<file path="config.mk">
export PLATFORM = sky130hd
export DESIGN_NAME = rx_flow_fifo
export DESIGN_NICKNAME = d
export VERILOG_FILES = /design/src/rtl/rx_flow_fifo.sv
export SDC_FILE = /design/constraint.sdc
export NUM_CORES = 1
export LEC_CHECK = 0
export BUFFER_PORTS_ARGS = -buffer_cell sky130_fd_sc_hd__buf_2
export CORE_MARGIN = 2
export CORE_UTILIZATION = 25
export CTS_CLUSTER_DIAMETER = 50
export DETAILED_ROUTE_END_ITERATION = 8
export SLEW_MARGIN = 20
export SYNTH_ARGS = -nofsm -noshare
export SYNTH_HDL_FRONTEND = slang
export SYNTH_SLANG_ARGS = --single-unit
</file>
<file path="constraint.sdc">
create_clock -name clk -period 4.2 [get_ports clk]
set_input_delay 0.84 -clock clk [delete_from_list [all_inputs] [get_ports clk]]
set_output_delay 0.84 -clock clk [all_outputs]
set_load 0.05 [all_outputs]
</file>
<file path="src/rtl/rx_flow_fifo.sv">
// UART receive FIFO with XON/XOFF flow control.
// Control bytes share the transmit holding register with keyboard traffic.
module rx_flow_fifo #(
    parameter int DEPTH = 64,
    parameter int PTR_BITS = 6,
    parameter int HI_WATER = 48,
    parameter int LO_WATER = 16,
    parameter logic [7:0] XOFF_CHAR = 8'h13,
    parameter logic [7:0] XON_CHAR = 8'h11
) (
    input  logic                clk,
    input  logic                reset,
    input  logic [7:0]          rx_data,
    input  logic                rx_valid,
    output logic                rx_ready,
    output logic [7:0]          out_data,
    output logic                out_valid,
    input  logic                out_ready,
    input  logic [7:0]          kbd_data,
    input  logic                kbd_valid,
    output logic                kbd_ready,
    output logic [7:0]          tx_data,
    output logic                tx_valid,
    input  logic                tx_ready,
    output logic [PTR_BITS:0]   level,
    output logic                overflow,
    output logic                xoff_active
);

    typedef enum logic [1:0] {
        FLOW_ON,
        XOFF_PEND,
        FLOW_OFF,
        XON_PEND
    } flow_t;

    localparam logic [PTR_BITS:0] FULL_LVL = (PTR_BITS+1)'(DEPTH);
    localparam logic [PTR_BITS:0] HI_LVL = (PTR_BITS+1)'(HI_WATER);
    localparam logic [PTR_BITS:0] LO_LVL = (PTR_BITS+1)'(LO_WATER);

    logic [7:0]          mem [DEPTH];
    logic [PTR_BITS-1:0] wr_ptr;
    logic [PTR_BITS-1:0] rd_ptr;
    logic [PTR_BITS:0]   level_q;

    logic full;
    logic rx_fire;
    logic push;
    logic pop;
    logic drop;

    flow_t state_q;
    flow_t state_d;
    logic  ctrl_done;
    logic  held_ctrl;
    logic  tx_fire;
    logic  can_load;
    logic  load_ctrl;
    logic  load_kbd;
    logic [7:0] ctrl_char;

    // The UART is never back-pressured; a full FIFO drops instead.
    assign rx_ready = ~reset;

    assign full = (level_q == FULL_LVL);
    assign rx_fire = rx_valid & rx_ready;
    assign pop = out_valid & out_ready;
    assign push = rx_fire & (~full | pop);
    assign drop = rx_fire & full & ~pop;

    assign out_valid = (level_q != '0);
    assign out_data = mem[rd_ptr];
    assign level = level_q;

    always_ff @(posedge clk) begin
        if (push) begin
            mem[wr_ptr] <= rx_data;
        end
    end

    always_ff @(posedge clk) begin
        if (reset) begin
            wr_ptr <= '0;
            rd_ptr <= '0;
            level_q <= '0;
            overflow <= 1'b0;
        end else begin
            if (push) begin
                wr_ptr <= wr_ptr + 1'b1;
            end
            if (pop) begin
                rd_ptr <= rd_ptr + 1'b1;
            end
            unique case ({push, pop})
                2'b10:   level_q <= level_q + 1'b1;
                2'b01:   level_q <= level_q - 1'b1;
                default: level_q <= level_q;
            endcase
            if (drop) begin
                overflow <= 1'b1;
            end
        end
    end

    assign tx_fire = tx_valid & tx_ready;

    always_comb begin
        state_d = state_q;
        unique case (state_q)
            FLOW_ON: begin
                if (level_q >= HI_LVL) state_d = XOFF_PEND;
            end
            XOFF_PEND: begin
                if (tx_fire && held_ctrl) state_d = FLOW_OFF;
            end
            FLOW_OFF: begin
                if (level_q <= LO_LVL) state_d = XON_PEND;
            end
            XON_PEND: begin
                if (tx_fire && held_ctrl) state_d = FLOW_ON;
            end
            default: state_d = FLOW_ON;
        endcase
    end

    always_comb begin
        can_load = ~tx_valid | tx_ready;
        load_ctrl = 1'b0;
        load_kbd = 1'b0;
        ctrl_char = XON_CHAR;
        if (state_q == XOFF_PEND) begin
            ctrl_char = XOFF_CHAR;
        end
        // A pending control byte waits for the register, never evicts it.
        if (!reset && can_load) begin
            if ((state_q == XOFF_PEND || state_q == XON_PEND) && !ctrl_done) begin
                load_ctrl = 1'b1;
            end else if (kbd_valid) begin
                load_kbd = 1'b1;
            end
        end
    end

    assign kbd_ready = load_kbd;
    assign xoff_active = (state_q == FLOW_OFF) || (state_q == XON_PEND);

    always_ff @(posedge clk) begin
        if (reset) begin
            state_q <= FLOW_ON;
            ctrl_done <= 1'b0;
            held_ctrl <= 1'b0;
            tx_valid <= 1'b0;
            tx_data <= 8'h00;
        end else begin
            state_q <= state_d;
            if (state_d != state_q) begin
                ctrl_done <= 1'b0;
            end else if (load_ctrl) begin
                ctrl_done <= 1'b1;
            end
            if (load_ctrl) begin
                tx_data <= ctrl_char;
                tx_valid <= 1'b1;
                held_ctrl <= 1'b1;
            end else if (load_kbd) begin
                tx_data <= kbd_data;
                tx_valid <= 1'b1;
                held_ctrl <= 1'b0;
            end else if (tx_fire) begin
                tx_valid <= 1'b0;
                held_ctrl <= 1'b0;
            end
        end
    end

endmodule

</file>
* Word level (Yosys, flattened, before mapping) *
Memory sizes are Yosys's and may differ from the RTL's. A register that Yosys moved wholly into a read port is not among the register bits.
Index checks and enable logic that the tools add are counted.

word-level totals
  register bits after elaboration = 33
  bits in writable memories = 512
  memories kept = 1
  word-level logic and storage cells = 71
  input bits = 22

operators by class
  bitwise operators = 12
  $add $sub $neg = 4
  equal/unequal tests = 7
  reductions and logical operators = 13
  muxes and demuxes = 23
  order comparisons = 2

memory list
  memory  words  width  rd ports  clocked after memory_dff  wr ports  line  RTL
  mem     64     8      1         1                         1         41    logic [7:0] mem [DEPTH];

operators with widths
  cell                                                             count
  2-to-1 mux 8 bit                                                 2
  one-hot mux 7 bit (2 select lines)                               1
  adder 6 x 1 -> 6 bit (second input constant)                     2
  2-to-1 mux 1 bit                                                 12
  2-to-1 mux 6 bit                                                 2
  2-to-1 mux 2 bit                                                 5
  one-hot mux 2 bit (4 select lines)                               1
  adder 7 x 1 -> 7 bit (second input constant)                     1
  == test 7 bit (second input constant)                            1
  >= comparator 7 x 6 -> 1 bit (second input constant)             1
  less-or-equal comparator 7 x 5 -> 1 bit (second input constant)  1
  nonzero test 7 bit                                               1
  subtractor 7 x 1 -> 7 bit (second input constant)                1
  AND 1 bit                                                        6
  == test 2 bit (second input constant)                            3
  == test 2 x 1 -> 1 bit (second input constant)                   2
  NOT 1 bit                                                        4
  nonzero test 2 bit                                               2
  logical AND 1 bit                                                3
  nonzero test 3 bit                                               1
  logical NOT 1 bit                                                2
  logical NOT 2 bit                                                1
  logical OR 1 bit                                                 2
  inequality test 2 bit                                            1
  2 further kinds                                                  3

* Longest topological paths before layout *
  word-level depth = 7
  mapped depth = 10
  depth with buffers taken out = 8

* Worst setup path before layout *
Ideal clock, no wire load.

  path kind = register -> output
  start point = reg with a tool-made name
  end point = out out_data[3]
  arrival time = 3134 ps
  cell stages (with the launch flop) = 8
  required time = 3360 ps
  path buffers = 3
  slack = 226 ps
  cell sequence = dfxtp_1 clkbuf_1 clkbuf_1 clkbuf_1 nor3_1 a21oi_1 nor2_1 o41ai_1

RTL lines
  what           line  RTL
  end, declared  16    output logic [7:0] out_data,

==> flow_metrics.tcl <==
set metrics [dict create \
    outcome "completed" \
    die-width_um 299.2 \
    max_cap_viol_count 0 \
    worstHoldStart "kbd_data[4]" \
    skew_ns 0.08903 \
    post-route-drc-count 0 \
    ir_worst_vdd_mv 0.5343 \
    clock_power_share_pct 36.2 \
    p_per_area_nw_per_um2 535.7 \
    total_power_uw 13910 \
    final_common_cell "sky130_fd_sc_hd__edfxtp_1" \
    setup_total_negative_slack_ns 0 \
    final_antenna_net_count 0 \
    p_leak_uw 0.008022 \
    synth-warning-count 0 \
    footprint_of_the_multi_input_gates_um2 5334 \
    setup_cp_type "flip-flop to primary output" \
    hold_depth 2 \
    row_count 108 \
    synth-async-reset-ratio_pct 0 \
    finish.net_count 1329 \
    grt_antenna_before_repair 3 \
    clk_root_buffer_cell "sky130_fd_sc_hd__clkbuf_16" \
    groute.usage.overall_pct 11.58 \
    arrival_ns 3.34 \
    layout_common_cells "512 x sky130_fd_sc_hd__edfxtp_1, 122 x sky130_fd_sc_hd__mux4_2, 104 x sky130_fd_sc_hd__nor2_1" \
    drtPass1Iterations 5 \
    post-dp-hpwl_um 32390 \
    worst-endpoint-required_ns 3.36 \
    start_kind "flip-flop" \
    cts_htree_levels 2 \
    num_io_pins 51 \
    worst_slew_pin_slew_ns 1.014 \
    syn_inst 1169 \
    grt_pass1_wl_um 78300 \
    max_clock_freq_mhz 239.1 \
    register_area_um2 16170 \
    slew_headroom_pct 32.15 \
    cts.sinks 551 \
    power.share.switching_pct 28.47 \
    comb_power_share_pct 19.0 \
    timing_hold_violations_final 0 \
    end_kind "primary output" \
    tritoncts.num_buffers 59 \
    yosys.cell_types.count 58 \
    drive_above_1_share_pct 28.06 \
    initial_utilization_pct 25.16 \
    finalCriticalPeriod_ns 4.182 \
    port-buffer-count 50 \
    largest_net_degree_at_the_start_of_global_routing 65 \
    via_per_inst 4.593 \
    detail_route.iter0.violations 1133 \
    routed_wirelength_um 52510 \
    ys_seq_area_share_pct 74.14 \
    critical_path.max_fanout 15 \
    tritoncts "done" \
    critPathMaxStageDelay_ns 0.60 \
    reg2regPathDepth 6 \
    total_switching_power_uw 3962 \
    path_clk_slew_ns 0.06 \
    crit_path_frequent_cell "sky130_fd_sc_hd__buf_4" \
    timing.final.crit_share_pct 99.57 \
    rsz_0062_raised_after_global_routing "yes" \
    die_area_um2 89540 \
    syn-cell-area_um2 21790 \
    final-max-slew-violation-count 0 \
    avgSynthCellArea_um2 18.64 \
    critical_path.cell_chain "buf_4, buf_12, nand2b_1, nor4_2, nor3_1, o32ai_1, buf_4, buf_2" \
    fillCellCount 8433 \
    whs_endpoint "tx_data[4]$_SDFFE_PP0P_" \
    number_of_global_route_vias_before_repair 11893 \
    critical_path.reg2reg.endpoint "mem[3][5]$_DFFE_PP_" \
    ctsLongestPathBuffers 3 \
    synth_fp_nets 1194 \
    post_drt_wl_per_cell_um 20.93 \
    global_route.overflow_total 0 \
    cp_slowest_cell "sky130_fd_sc_hd__o32ai_1" \
    core_area_um2 86620 \
    internal_power_uw 9952 \
    hold_path.class "input port to flip-flop" \
    syn_to_final_growth_pct 19.20 \
    final_worst_hold_slack_ns 0.4092 \
    finalSetupViolations 0 \
    synthFlopType "sky130_fd_sc_hd__edfxtp_1" \
    synth-edff-count 512 \
    postCtsHoldBufs 0 \
    die_h_um 299.2 \
    ys_seq_elements 551 \
    clock_insertion_delay_worst_skew_ns 0.67 \
    postLayoutCoreUtil_pct 29.99 \
    regToRegStartpoint "level[5]$_SDFFE_PP0P_" \
    finalWeightedCongestion 0.8189 \
    ff2ff_setup_slack_ns 1.10 \
    insertedDiodeCount 0 \
    num_vias 11524 \
    power.sequential.fraction_pct 44.7 \
]
[Yosys cell counts (4+ instances only)]
cell                        count  area, um^2
sky130_fd_sc_hd__a2111oi_0      4       35.03
sky130_fd_sc_hd__a211oi_1       5       37.54
sky130_fd_sc_hd__a21oi_1       16       80.08
sky130_fd_sc_hd__a221oi_1       6       52.55
sky130_fd_sc_hd__a22oi_1        5       37.54
sky130_fd_sc_hd__and3_1         6       37.54
sky130_fd_sc_hd__buf_1         13       48.80
sky130_fd_sc_hd__buf_2         22       110.1
sky130_fd_sc_hd__buf_4          5       37.54
sky130_fd_sc_hd__clkbuf_1      26       97.59
sky130_fd_sc_hd__dfxtp_1       39       780.8
sky130_fd_sc_hd__edfxtp_1     512       15370
sky130_fd_sc_hd__inv_1          8       30.03
sky130_fd_sc_hd__mux2_2         8       90.09
sky130_fd_sc_hd__mux2i_1       40       400.4
sky130_fd_sc_hd__mux4_2       122        2748
sky130_fd_sc_hd__nand2_1       63       236.5
sky130_fd_sc_hd__nand2b_1       7       43.79
sky130_fd_sc_hd__nand3_1       29       145.1
sky130_fd_sc_hd__nor2_1       104       390.4
sky130_fd_sc_hd__nor2b_1       16       100.1
sky130_fd_sc_hd__nor3_1        24       120.1
sky130_fd_sc_hd__nor4_1         6       37.54
sky130_fd_sc_hd__o2111ai_1      4       35.03
sky130_fd_sc_hd__o21ai_0        6       30.03
sky130_fd_sc_hd__or3_1          4       25.02
sky130_fd_sc_hd__xnor2_1        5       43.79
sky130_fd_sc_hd__xor2_1         9       78.83
[repair_timing]
item / 4_1_cts / 5_1_grt
buffers inserted: 7 / 8
setup endpoints to repair: 6 / 6
gates resized for setup: 5 / 3
[power groups by stage]
stage	clock, uW	sequential (uW)	combinational (uW)
finish	5040	6230	2650
floorplan	0	6390	1710
detailed placement	0	6420	2440
global route	5380	6240	2820
global placement	0	6420	2420
CTS	5150	6230	2610
[critical path, delay by kind of cell (launching register included)]
family / cells / cell delay (ns)
AOI/OAI and AO/OA: 1 / 0.60
buffers and inverters: 4 / 0.85
DFF: 1 / 0.39
and+or+nand+nor: 3 / 0.90
[registers in the layout, indices dropped and copies added, names as in the netlist, named ones only]
name,count
mem,512
tx_data,8
level,7
rd_ptr,6
wr_ptr,6
state_q,2
ctrl_done,1
held_ctrl,1
overflow,1
tx_valid,1
[logic make-up (layout without fill, tap and decap cells)]
group	count (synthesis)	count (layout)	share of synthesized area, %
adders and majority gates	3	3	0.1723
xor gates and xnor gates	14	14	0.5627
buffers and inverters	77	262	1.608
AOI/OAI and AO/OA	78	78	2.808
muxes	172	172	14.96
and+or+nand+nor	274	274	5.742
DFF	551	551	74.14
[worst max path at each step]
stage	startpoint	to	slack (ns)
after floorplan	flip-flop	out_data[3]	0.23
after global placement	flip-flop	out_data[3]	0.19
after detailed placement	flip-flop	out_data[3]	0.16
after CTS	flip-flop	out_data[6]	0.01
after global routing	flip-flop	out_data[4]	-0.04
final	flip-flop	out_data[0]	0.02
[cell type report]
cell class                      instances  share of cell area (%)
Clock buffer                           76                   5.968
Clock inverter                         35                   1.344
Inverter                                9                  0.1301
Multi-Input combinational cell        541                   20.54
Sequential cell                       551                   62.26
Tap cell                             1155                   5.564
Timing Repair Buffer                  142                   4.201
[metal layers]
| layer | vias to the layer above | GRT usage (%) | part of all wire [%] |
|---|---|---|---|
| li1 | 4980 | - | - |
| met4 | 2 | 2.845 | 2.2 |
| met1 | 6027 | 16.07 | 43 |
| met2 | 429 | 18.36 | 47 |
| met3 | 86 | 2.711 | 7.7 |
| met5 | - | 0 | 0.015 |
[through the flow]
step / cell area, um^2 / instances / setup WS (ns)
after floorplan: 21790 / 1169 / 0.2261
after global placement: 23850 / 2383 / 0.1867
after detailed placement: 23850 / 2383 / 0.1613
after CTS: 25870 / 2501 / 0.01294
after global routing: 25970 / 2509 / -0.04354
final: 25970 / 2509 / 0.01794
Power figures use the tool's default switching activity.
